==> config.mk <==
export PLATFORM = sky130hd
export DESIGN_NAME = csr_file_flat
export DESIGN_NICKNAME = d
export VERILOG_FILES = /design/src/rtl/csr_pkg.sv /design/src/rtl/csr_if.sv /design/src/rtl/csr_counter64.sv /design/src/rtl/csr_file.sv /design/src/flat_wrapper.sv
export SDC_FILE = /design/constraint.sdc
export NUM_CORES = 1
export LEC_CHECK = 0
export ABC_CLOCK_PERIOD_IN_PS = 28700
export BUFFER_PORTS_ARGS = -buffer_cell sky130_fd_sc_hd__buf_2
export CAP_MARGIN = 20
export CORE_ASPECT_RATIO = 0.75
export CORE_MARGIN = 1
export CORE_UTILIZATION = 25
export CTS_CLUSTER_SIZE = 25
export DETAILED_ROUTE_END_ITERATION = 16
export HOLD_SLACK_MARGIN = 0.12
export SLEW_MARGIN = 20
export SYNTH_ARGS = -nofsm -noshare
export SYNTH_HDL_FRONTEND = slang
export SYNTH_SLANG_ARGS = --single-unit
==> constraint.sdc <==
create_clock -name clk -period 28.7 [get_ports clk]
set_input_delay 5.74 -clock clk [delete_from_list [all_inputs] [get_ports clk]]
set_output_delay 5.74 -clock clk [all_outputs]
set_load 0.005 [all_outputs]
==> src/rtl/csr_pkg.sv <==
// Shared CSR addresses, mstatus field positions, cause codes and address-decode helpers
// for the machine-mode CSR file.
package csr_pkg;

  localparam logic [11:0] CSR_MSTATUS   = 12'h300;
  localparam logic [11:0] CSR_MISA      = 12'h301;
  localparam logic [11:0] CSR_MIE       = 12'h304;
  localparam logic [11:0] CSR_MTVEC     = 12'h305;
  localparam logic [11:0] CSR_MSCRATCH  = 12'h340;
  localparam logic [11:0] CSR_MEPC      = 12'h341;
  localparam logic [11:0] CSR_MCAUSE    = 12'h342;
  localparam logic [11:0] CSR_MTVAL     = 12'h343;
  localparam logic [11:0] CSR_MIP       = 12'h344;
  localparam logic [11:0] CSR_MCYCLE    = 12'hB00;
  localparam logic [11:0] CSR_MINSTRET  = 12'hB02;
  localparam logic [11:0] CSR_MCYCLEH   = 12'hB80;
  localparam logic [11:0] CSR_MINSTRETH = 12'hB82;
  localparam logic [11:0] CSR_CYCLE     = 12'hC00;
  localparam logic [11:0] CSR_INSTRET   = 12'hC02;
  localparam logic [11:0] CSR_CYCLEH    = 12'hC80;
  localparam logic [11:0] CSR_INSTRETH  = 12'hC82;
  localparam logic [11:0] CSR_MHARTID   = 12'hF14;

  localparam int MSTATUS_MIE    = 3;
  localparam int MSTATUS_MPIE   = 7;
  localparam int MSTATUS_MPP_HI = 12;
  localparam int MSTATUS_MPP_LO = 11;

  localparam logic [31:0] MCAUSE_BREAKPOINT = 32'd3;
  localparam logic [31:0] MCAUSE_ECALL_M    = 32'd11;

  localparam logic [31:0] MIE_WMASK = 32'h0000_0888;

  function automatic logic csr_implemented(input logic [11:0] addr);
    case (addr)
      CSR_MSTATUS, CSR_MISA, CSR_MIE, CSR_MTVEC, CSR_MSCRATCH, CSR_MEPC,
      CSR_MCAUSE, CSR_MTVAL, CSR_MIP, CSR_MCYCLE, CSR_MINSTRET, CSR_MCYCLEH,
      CSR_MINSTRETH, CSR_CYCLE, CSR_INSTRET, CSR_CYCLEH, CSR_INSTRETH,
      CSR_MHARTID: return 1'b1;
      default:     return 1'b0;
    endcase
  endfunction

  // misa and mip are read-only despite living in the read/write address range.
  function automatic logic csr_read_only(input logic [11:0] addr);
    return (addr[11:10] == 2'b11) || (addr == CSR_MISA) || (addr == CSR_MIP);
  endfunction

endpackage

==> src/rtl/csr_if.sv <==
// CSR access port between the core (master) and the CSR file (slave).
// Read data and the illegal flag are combinational responses to the request fields.
interface csr_if;
  logic        csr;
  logic [11:0] csr_rd_addr;
  logic [2:0]  csr_funct;
  logic        csr_src_zero;
  logic [31:0] csr_wr_data;
  logic [31:0] csr_rd_data;
  logic        csr_illegal;

  modport master (
    output csr, csr_rd_addr, csr_funct, csr_src_zero, csr_wr_data,
    input  csr_rd_data, csr_illegal
  );

  modport slave (
    input  csr, csr_rd_addr, csr_funct, csr_src_zero, csr_wr_data,
    output csr_rd_data, csr_illegal
  );
endinterface

==> src/rtl/csr_counter64.sv <==
// 64-bit counter with increment enable and per-half write ports; value updates one edge after inputs.
// A write to either half wins over the increment for that cycle and never carries into the other half.
module csr_counter64 (
  input  logic        clk,
  input  logic        reset,
  input  logic        inc,
  input  logic        wr_lo,
  input  logic        wr_hi,
  input  logic [31:0] wr_data,
  output logic [63:0] value
);

  logic [63:0] cnt_q;
  logic [63:0] cnt_d;

  always_comb begin
    cnt_d = cnt_q;
    if (wr_lo) cnt_d[31:0] = wr_data;
    if (wr_hi) cnt_d[63:32] = wr_data;
    if (!(wr_lo || wr_hi) && inc) cnt_d = cnt_q + 64'd1;
  end

  always_ff @(posedge clk or posedge reset) begin
    if (reset) cnt_q <= '0;
    else       cnt_q <= cnt_d;
  end

  assign value = cnt_q;

endmodule

==> src/rtl/csr_file.sv <==
// Machine-mode CSR file: zero-latency read mux, writes/trap/mret state visible from the next cycle.
// No backpressure: every access, trap and mret is accepted in the cycle it is presented.
module csr_file
  import csr_pkg::*;
#(
  parameter logic [31:0] HART_ID     = 32'd0,
  parameter logic [31:0] RESET_MTVEC = 32'h0000_0100,
  parameter logic [31:0] MISA_VAL    = 32'h4000_0100
) (
  input  logic        clk,
  input  logic        reset,
  csr_if.slave        bus,
  input  logic        trap,
  input  logic [31:0] trap_pc,
  input  logic [31:0] trap_cause,
  input  logic [31:0] trap_val,
  input  logic        mret,
  input  logic        instr_retire,
  output logic [31:0] mtvec_out,
  output logic [31:0] mepc_out,
  output logic        mie_global
);

  logic [11:0] addr;
  logic        wr_en;
  logic        wr_ok;
  logic        unused_funct;

  logic        mie_q, mie_d;
  logic        mpie_q, mpie_d;
  logic [31:0] mie_en_q, mie_en_d;
  logic [31:0] mtvec_q, mtvec_d;
  logic [31:0] mscratch_q, mscratch_d;
  logic [31:0] mepc_q, mepc_d;
  logic [31:0] mcause_q, mcause_d;
  logic [31:0] mtval_q, mtval_d;
  logic [63:0] mcycle;
  logic [63:0] minstret;
  logic [31:0] rd_data;

  assign addr         = bus.csr_rd_addr;
  assign unused_funct = ^{bus.csr_funct[2], bus.csr_funct[0]};

  // funct[1] selects the set/clear forms, which never write when the source is zero.
  assign wr_en = bus.csr & ~trap & ~(bus.csr_funct[1] & bus.csr_src_zero);
  assign wr_ok = wr_en & csr_implemented(addr) & ~csr_read_only(addr);
  assign bus.csr_illegal = bus.csr & (~csr_implemented(addr) | (wr_en & (addr[11:10] == 2'b11)));

  always_comb begin
    mie_d      = mie_q;
    mpie_d     = mpie_q;
    mie_en_d   = mie_en_q;
    mtvec_d    = mtvec_q;
    mscratch_d = mscratch_q;
    mepc_d     = mepc_q;
    mcause_d   = mcause_q;
    mtval_d    = mtval_q;
    if (wr_ok) begin
      case (addr)
        CSR_MSTATUS: begin
          mie_d  = bus.csr_wr_data[MSTATUS_MIE];
          mpie_d = bus.csr_wr_data[MSTATUS_MPIE];
        end
        CSR_MIE:      mie_en_d   = bus.csr_wr_data & MIE_WMASK;
        CSR_MTVEC:    mtvec_d    = bus.csr_wr_data & ~32'h3;
        CSR_MSCRATCH: mscratch_d = bus.csr_wr_data;
        CSR_MEPC:     mepc_d     = bus.csr_wr_data & ~32'h3;
        CSR_MCAUSE:   mcause_d   = bus.csr_wr_data;
        CSR_MTVAL:    mtval_d    = bus.csr_wr_data;
        default: ;
      endcase
    end
    if (trap) begin
      mepc_d   = trap_pc & ~32'h3;
      mcause_d = trap_cause;
      mtval_d  = trap_val;
      mpie_d   = mie_q;
      mie_d    = 1'b0;
    end else if (mret) begin
      mie_d  = mpie_q;
      mpie_d = 1'b1;
    end
  end

  always_ff @(posedge clk or posedge reset) begin
    if (reset) begin
      mie_q      <= 1'b0;
      mpie_q     <= 1'b0;
      mie_en_q   <= '0;
      mtvec_q    <= RESET_MTVEC & ~32'h3;
      mscratch_q <= '0;
      mepc_q     <= '0;
      mcause_q   <= '0;
      mtval_q    <= '0;
    end else begin
      mie_q      <= mie_d;
      mpie_q     <= mpie_d;
      mie_en_q   <= mie_en_d;
      mtvec_q    <= mtvec_d;
      mscratch_q <= mscratch_d;
      mepc_q     <= mepc_d;
      mcause_q   <= mcause_d;
      mtval_q    <= mtval_d;
    end
  end

  csr_counter64 u_mcycle (
    .clk     (clk),
    .reset   (reset),
    .inc     (1'b1),
    .wr_lo   (wr_ok && (addr == CSR_MCYCLE)),
    .wr_hi   (wr_ok && (addr == CSR_MCYCLEH)),
    .wr_data (bus.csr_wr_data),
    .value   (mcycle)
  );

  csr_counter64 u_minstret (
    .clk     (clk),
    .reset   (reset),
    .inc     (instr_retire),
    .wr_lo   (wr_ok && (addr == CSR_MINSTRET)),
    .wr_hi   (wr_ok && (addr == CSR_MINSTRETH)),
    .wr_data (bus.csr_wr_data),
    .value   (minstret)
  );

  always_comb begin
    rd_data = '0;
    case (addr)
      CSR_MSTATUS: begin
        rd_data[MSTATUS_MIE]                   = mie_q;
        rd_data[MSTATUS_MPIE]                  = mpie_q;
        rd_data[MSTATUS_MPP_HI:MSTATUS_MPP_LO] = 2'b11;
      end
      CSR_MISA:                   rd_data = MISA_VAL;
      CSR_MIE:                    rd_data = mie_en_q;
      CSR_MTVEC:                  rd_data = mtvec_q;
      CSR_MSCRATCH:               rd_data = mscratch_q;
      CSR_MEPC:                   rd_data = mepc_q;
      CSR_MCAUSE:                 rd_data = mcause_q;
      CSR_MTVAL:                  rd_data = mtval_q;
      CSR_MCYCLE, CSR_CYCLE:      rd_data = mcycle[31:0];
      CSR_MCYCLEH, CSR_CYCLEH:    rd_data = mcycle[63:32];
      CSR_MINSTRET, CSR_INSTRET:  rd_data = minstret[31:0];
      CSR_MINSTRETH, CSR_INSTRETH: rd_data = minstret[63:32];
      CSR_MHARTID:                rd_data = HART_ID;
      default:                    rd_data = '0;
    endcase
  end

  assign bus.csr_rd_data = rd_data;
  assign mtvec_out       = mtvec_q;
  assign mepc_out        = mepc_q;
  assign mie_global      = mie_q;

endmodule

==> src/flat_wrapper.sv <==
// flat-port wrapper written by rule: the top's interface ports become plain ports
module csr_file_flat import csr_pkg::*;
#(
  parameter logic [31:0] HART_ID     = 32'd0,
  parameter logic [31:0] RESET_MTVEC = 32'h0000_0100,
  parameter logic [31:0] MISA_VAL    = 32'h4000_0100
)
  (clk, reset, trap, trap_pc, trap_cause, trap_val, mret, instr_retire, mtvec_out, mepc_out, mie_global, bus_csr, bus_csr_rd_addr, bus_csr_funct, bus_csr_src_zero, bus_csr_wr_data, bus_csr_rd_data, bus_csr_illegal);
  csr_if bus_i ();
  input  logic clk;
  input  logic reset;
  input  logic trap;
  input  logic [31:0] trap_pc;
  input  logic [31:0] trap_cause;
  input  logic [31:0] trap_val;
  input  logic mret;
  input  logic instr_retire;
  output logic [31:0] mtvec_out;
  output logic [31:0] mepc_out;
  output logic mie_global;
  input wire logic [$bits(bus_i.csr)-1:0] bus_csr;
  input wire logic [$bits(bus_i.csr_rd_addr)-1:0] bus_csr_rd_addr;
  input wire logic [$bits(bus_i.csr_funct)-1:0] bus_csr_funct;
  input wire logic [$bits(bus_i.csr_src_zero)-1:0] bus_csr_src_zero;
  input wire logic [$bits(bus_i.csr_wr_data)-1:0] bus_csr_wr_data;
  output wire logic [$bits(bus_i.csr_rd_data)-1:0] bus_csr_rd_data;
  output wire logic [$bits(bus_i.csr_illegal)-1:0] bus_csr_illegal;
  assign bus_i.csr = bus_csr;
  assign bus_i.csr_rd_addr = bus_csr_rd_addr;
  assign bus_i.csr_funct = bus_csr_funct;
  assign bus_i.csr_src_zero = bus_csr_src_zero;
  assign bus_i.csr_wr_data = bus_csr_wr_data;
  assign bus_csr_rd_data = bus_i.csr_rd_data;
  assign bus_csr_illegal = bus_i.csr_illegal;
  csr_file #(.HART_ID(HART_ID), .RESET_MTVEC(RESET_MTVEC), .MISA_VAL(MISA_VAL)) u_core (.clk(clk), .reset(reset), .bus(bus_i), .trap(trap), .trap_pc(trap_pc), .trap_cause(trap_cause), .trap_val(trap_val), .mret(mret), .instr_retire(instr_retire), .mtvec_out(mtvec_out), .mepc_out(mepc_out), .mie_global(mie_global));
endmodule
# Yosys cells after proc, flatten, opt, wreduce, memory -nomap -nowiden
# Cells that the tools add are included.
[op_classes]
add_sub_neg = 2
n_mul = 0
n_div = 0
magnitude_cmp = 0
n_eq_ne = 21
n_shift = 0
n_mux = 31
n_bitwise = 12
n_reduce_logical = 30
[ops]
columns = ["operator", "count"]
rows = [
  ["32-bit 2-to-1 mux", 13],
  ["19-bit one-hot mux with 10 select lines", 1],
  ["64-bit by 1-bit adder with 64-bit output (second input constant)", 2],
  ["64-bit 2-to-1 mux", 2],
  ["12-bit by 10-bit equality test with 1-bit output (second input constant)", 9],
  ["12-bit equality test (second input constant)", 9],
  ["3-bit one-hot mux with 9 select lines", 2],
  ["3-bit one-hot mux with 10 select lines", 1],
  ["1-bit one-hot mux with 11 select lines", 2],
  ["2-bit one-hot mux with 11 select lines", 1],
  ["18-bit OR reduction", 1],
  ["2-bit AND reduction", 7],
  ["2-bit nonzero test", 6],
  ["1-bit 2-to-1 mux", 9],
  ["2-bit OR reduction", 4],
  ["1-bit bitwise AND", 7],
  ["3-bit nonzero test", 2],
  ["1-bit logical AND", 5],
  ["1-bit logical OR", 4],
  ["2-bit != test (second input constant)", 2],
  ["1-bit inverter", 4],
  ["2-bit equality test (second input constant)", 1],
  ["1-bit logical NOT", 1],
  ["1-bit bitwise OR", 1],
]
[totals]
register_bits = 291
latch_bits = 0
ramBits = 0
romBits = 0
inputBits = 150
out_inout_bits = 98
elab_cells = 108
n_memories = 0

# Logic depth before layout (Yosys ltp)
[logic_depth]
ltp_word = 10
mapped_depth = 9
ltp_nobuf = 7

# By module
# A second synthesis with hierarchy kept.
[unflattened]
hier_cells = 1740
area_unflattened_um2 = 16866.2
[modules_own_cells]
columns = ["module", "instances", "cells_per_inst", "area_each_um2", "seq_area_each_um2"]
rows = [
  ["csr_file", 1, 816, 9080.0, 4030.1],
  ["csr_counter64 (u_core.u_mcycle)", 1, 457, 3916.3, 1601.5],
  ["csr_counter64 (u_core.u_minstret)", 1, 467, 3870.0, 1601.5],
]

# Least setup slack after synthesis
# Ideal clock, no wire load.
[synth_timing]
kind = "input to output"
start = "input bus_csr_rd_addr[3]"
end = "output bus_csr_rd_data[17]"
arrival_ns = 7.323
required_ns = 22.960
setup_slack_ns = 15.637
cell_stages = 7
path_buffers = 2
cell_sequence = "buf_2 > nor4_4 > nand2_1 > nor2_1 > clkbuf_1 > a22oi_1 > nand4_1"
[synth_between]
elab_chain_len = 3
elab_cells_between_ends = 19
classes_between = "14 x eq/ne; 1 x mux; 4 x reduce/logical"
[synth_lines]
columns = ["item", "line", "rtl"]
rows = [
  ["start, declared", "flat_wrapper.sv:22", "input wire logic [$bits(bus_i.csr_rd_addr)-1:0] bus_csr_rd_addr;"],
  ["12-bit equality test", "csr_file.sv:129", "case (addr)"],
  ["2-bit OR reduction", "csr_file.sv:129", ""],
  ["19-bit one-hot mux with 10 select lines (*)", "csr_file.sv:129", ""],
  ["end, declared", "flat_wrapper.sv:26", "output wire logic [$bits(bus_i.csr_rd_data)-1:0] bus_csr_rd_data;"],
]
# Every way passes the cells marked *; elsewhere a longest branch is shown, timed or not.

# Worst setup path after layout
[layout_timing]
start = "input bus_csr_rd_addr[7]"
end = "output bus_csr_rd_data[14]"
# Same word-level chain as after synthesis.

==> results.md <==
* Run status: finished, final reports clean
* Leading cell type in the layout, fill and taps excluded: dfrtp_1
* Leakage Power at 0.008158 uW
* Synth async-reset ratio at 1.000
* Post-Layout Cell Count at 2947
* Wire length of the first global-routing pass at 111100 um
* Initial core utilization at 0.2550
* Number of gates resized after cts at 0
* Type of the setup path with the least slack: in -> out
* Cell internal power dissipation at 726.4 uW
* Count of unique library cells instantiated by Yosys at 87
* Port Buf Inserts at 239
* TritonCTS buffer count at 34
* PwrDens at 50.16 nW/um2
* Most common flop cell mapped by yosys: dfrtp_1
* Highest-count cells in the layout ignoring fill and taps: dfrtp_1 (288), buf_2 (238), nand2_1 (222)
* Via count at 17470
* Hold buffer count at cts at 0
* Cell with the most instances on the worst path: buf_2
* Setup repair after global routing missed its margin: false
* Design Power at 1011 uW
* Final antenna diode count at 0
* Routed wire length at 75310 um
* Count of buffers added by post-CTS timing repair for setup at 0
* Initial antenna violation count at 5
* Final net count at 2192
* Final GP Congestion at 0.9440
* Critical path arrival at 8.94 ns
* Total number of H-tree levels at 2
* Total DRC errors in the routed layout at 0
* Fraction of the core area covered by cells at the end of the flow at 0.2995
* Slowest stage cell, crit path: nor2_2
* Largest driver fanout on the critical path at 15
* Pin count of the biggest net entering global routing at 168
* First DRT Iteration DRCs at 2555
* Ratio of routed vias to standard cells at 5.926
* Overflow left after global routing at 0
* # placed instances at 2885
* Share of cells above drive strength 1 at 0.1976
* Count of nets left with antenna violations after detail routing at 0
* Startpoint of the most critical setup path: bus_csr_rd_addr[7]
* Die outline width at 304.6 um
* Final clock skew at 0.02834 ns
* Post-synthesis share of cell area spent on full adders, half adders and majority gates at 0.001458
* Compound-Gate Fraction of Synth Area at 0.2261
* Count of flip-flops with a built-in enable after synthesis at 0
* Number of synthesized register bits at 289
* Area taken by multi-input logic gates at 9188 um2
* Setup crit start kind: input pin
* Gate power share at 0.098
* Share of synthesized area spent on multiplexers at 0.1029
* Drt first pass iters at 8
* Post-Synthesis Mean Instance Area at 9.005 um2
* HP Class: reg -> reg
* Number of rows created at floorplan at 82
* Worst-path clk slew at 0.06 ns
* Required time worst endpoint at 22.96 ns
* Switching power summed over all nets at 284.9 uW
* Io pins at 248
* Clock insertion delay at the later pin of the skew report at 0.54 ns
* Beginning of the worst hold path: u_core.mscratch_q[15]
* Slew headroom at 0.2203
* Pins over their slew limit at 0
* Critical-path cell list: buf_2 > nor4b_2 > nand2_1 > nor2_2 > buf_4 > a221oi_1 > nand3_1 > buf_2
* CTS tree: done
* Clock tree root buffer cell: clkbuf_16
* Sequential cell area at 7233 um2
* Final HPWL from detailed placement at 53990 um
* Number of maximum-capacitance constraint violations at 0
* Worst VDD drop at 0.04102 mV
* Syn Inst Count at 1906
* Vertical extent of the die at 228.9 um
* Final Cycle Share at 0.5116
* Endpoint class of the critical path: output port
* Max frequency at 68.11 MHz
* Portion of total power attributed to sequential cells at 0.460
* R2R Path Start: u_core.u_mcycle.value[0]
* Vias in the first global route at 16540
* Post-Synthesis Cell Area at 17160 um2
* CTS sink cnt at 289
* Drt wl/cell at 25.56 um
* Fraction of synthesized cell area in xor and xnor cells at 0.008675
* Simple-gate share of the synthesized area at 0.1898
* Total Negative Setup Slacks at 0 ns
* Global-route total usage across every layer at 0.2097
* Net switching share of the total power at 0.2817
* Setup Viol. Count Final at 0
* Combinational family with the most area after synthesis: compound AO/OA/AOI/OAI gates
* Die Area at 69720 um2
* Min Clock Period, post-route at 14.68 ns
* Layout filler cell count at 7101
* Clock Path Buffers at 3
* Yosys Warn Count at 0
* Max incr delay on CP at 0.98 ns
* Clock share of power at 0.442
* Area growth from synthesis to layout at 17.46%
* Sequential area share after synthesis at 0.4214
* Final Hold Viols at 0
* Actual slew at the worst max-slew pin at 1.168 ns
* Placeable core area at 67300 um2
-- metal layers --
metal / track usage / up-vias / wire [um]
li1: - / 7470 / -
met1: 0.3074 / 8655 / 32950
met2: 0.2970 / 1186 / 31050
met3: 0.05137 / 152 / 8948
met4: 0.06881 / 2 / 2350
met5: 0 / - / 13
-- path summary, 6_finish.rpt --
| path | end | slack [ns] | cells past startpoint |
|---|---|---|---|
| max | bus_csr_rd_data[14] | 14.02 | 8 |
| min | u_core.mscratch_q[15] | 0.51 | 1 |
| max reg2reg | u_core.u_mcycle.value[50] | 25.50 | 7 |
| min reg2reg | u_core.mscratch_q[15] | 0.51 | 1 |
| max in group asynchronous | u_core.mscratch_q[10] | 21.76 | 4 |
| min in group asynchronous | u_core.mepc_out[21] | 5.38 | 2 |
-- cells by family after synthesis --
kind of cell             Yosys count
buffers and inverters            192
flip-flops                       289
AND/OR/NAND/NOR                  632
other                              1
AO/OA/AOI/OAI                    605
multiplexers                     168
XOR/XNOR                          17
adder cells (fa/ha/maj)            2
-- area by class of cell --
type                            count  share of cell area
Sequential cell                   289              0.3588
Timing Repair Buffer              265             0.07094
Inverter                           22            0.004468
Multi-Input combinational cell   1428              0.4557
Clock inverter                     19            0.009123
Clock buffer                       42             0.04624
Tap cell                          882             0.05474
-- stage by stage --
stage                     setup WS (ns)  hold WS, ns  cell area [um2]
after detailed placement          13.92       0.4937            19010
after global routing              13.97       0.5211            20160
after global placement            13.93       0.4865            19010
final                             14.02       0.5055            20160
after floorplan                   14.98       0.4749            17180
after CTS                         13.90       0.5075            20130
-- cell usage after synthesis (all sizes together), types with 5 or more instances --
| master | number | area share |
|---|---|---|
| nor3 | 36 | 0.011 |
| and3 | 20 | 0.0074 |
| and2 | 11 | 0.0040 |
| o32ai | 10 | 0.0051 |
| o2bb2ai | 5 | 0.0026 |
| a41oi | 5 | 0.0026 |
| nor2 | 102 | 0.023 |
| nor4b | 5 | 0.0033 |
| mux2i | 100 | 0.058 |
| or3 | 11 | 0.0040 |
| clkbuf | 115 | 0.025 |
| a22o | 13 | 0.0066 |
| nand3 | 95 | 0.028 |
| o22ai | 34 | 0.012 |
| xor2 | 5 | 0.0026 |
| nand2b | 5 | 0.0018 |
| nand4 | 55 | 0.022 |
| and4 | 13 | 0.0067 |
| dfrtp | 288 | 0.42 |
| o31ai | 8 | 0.0038 |
| a211oi | 7 | 0.0031 |
| nor4 | 23 | 0.014 |
| a221oi | 18 | 0.0092 |
| a31oi | 16 | 0.0058 |
| xnor2 | 12 | 0.0061 |
| a32oi | 7 | 0.0036 |
| nand2 | 223 | 0.049 |
| or4 | 11 | 0.0052 |
| a222oi | 34 | 0.020 |
| o21ai | 192 | 0.056 |
| o311ai | 14 | 0.0071 |
| a22oi | 60 | 0.026 |
| a21oi | 137 | 0.040 |
| buf | 55 | 0.019 |
| o22a | 8 | 0.0041 |
| inv | 22 | 0.0048 |
| mux2 | 68 | 0.045 |
| o211ai | 9 | 0.0039 |
-- power by group through the flow --
stage | logic, uW | clock network, uW | registers [uW]
2_1_floorplan | 62.3 | 0 | 457
3_3_place_gp | 95.0 | 0 | 469
3_5_place_dp | 97.4 | 0 | 470
4_1_cts | 97.5 | 452 | 464
5_1_grt | 109 | 470 | 468
6_report | 99.2 | 447 | 465
-- worst max-delay path: cells and delay by family --
| family | cells | cell delay [ns] |
|---|---|---|
| buffers and inverters | 3 | 0.71 |
| AO/OA/AOI/OAI | 1 | 0.22 |
| AND/OR/NAND/NOR | 4 | 2.27 |
-- registers in the layout, summed over array words and instances (netlist names) --
name,count
u_core.mepc_out,30
u_core.mtvec_out,30
u_core.mie_en_q,3
u_core.mtval_q,32
u_core.mscratch_q,32
u_core.mcause_q,32
u_core.u_minstret.value,64
u_core.mpie_q,1
u_core.mie_global,1
u_core.u_mcycle.value,64
Note: power is estimated with default switching activity, not from simulation.
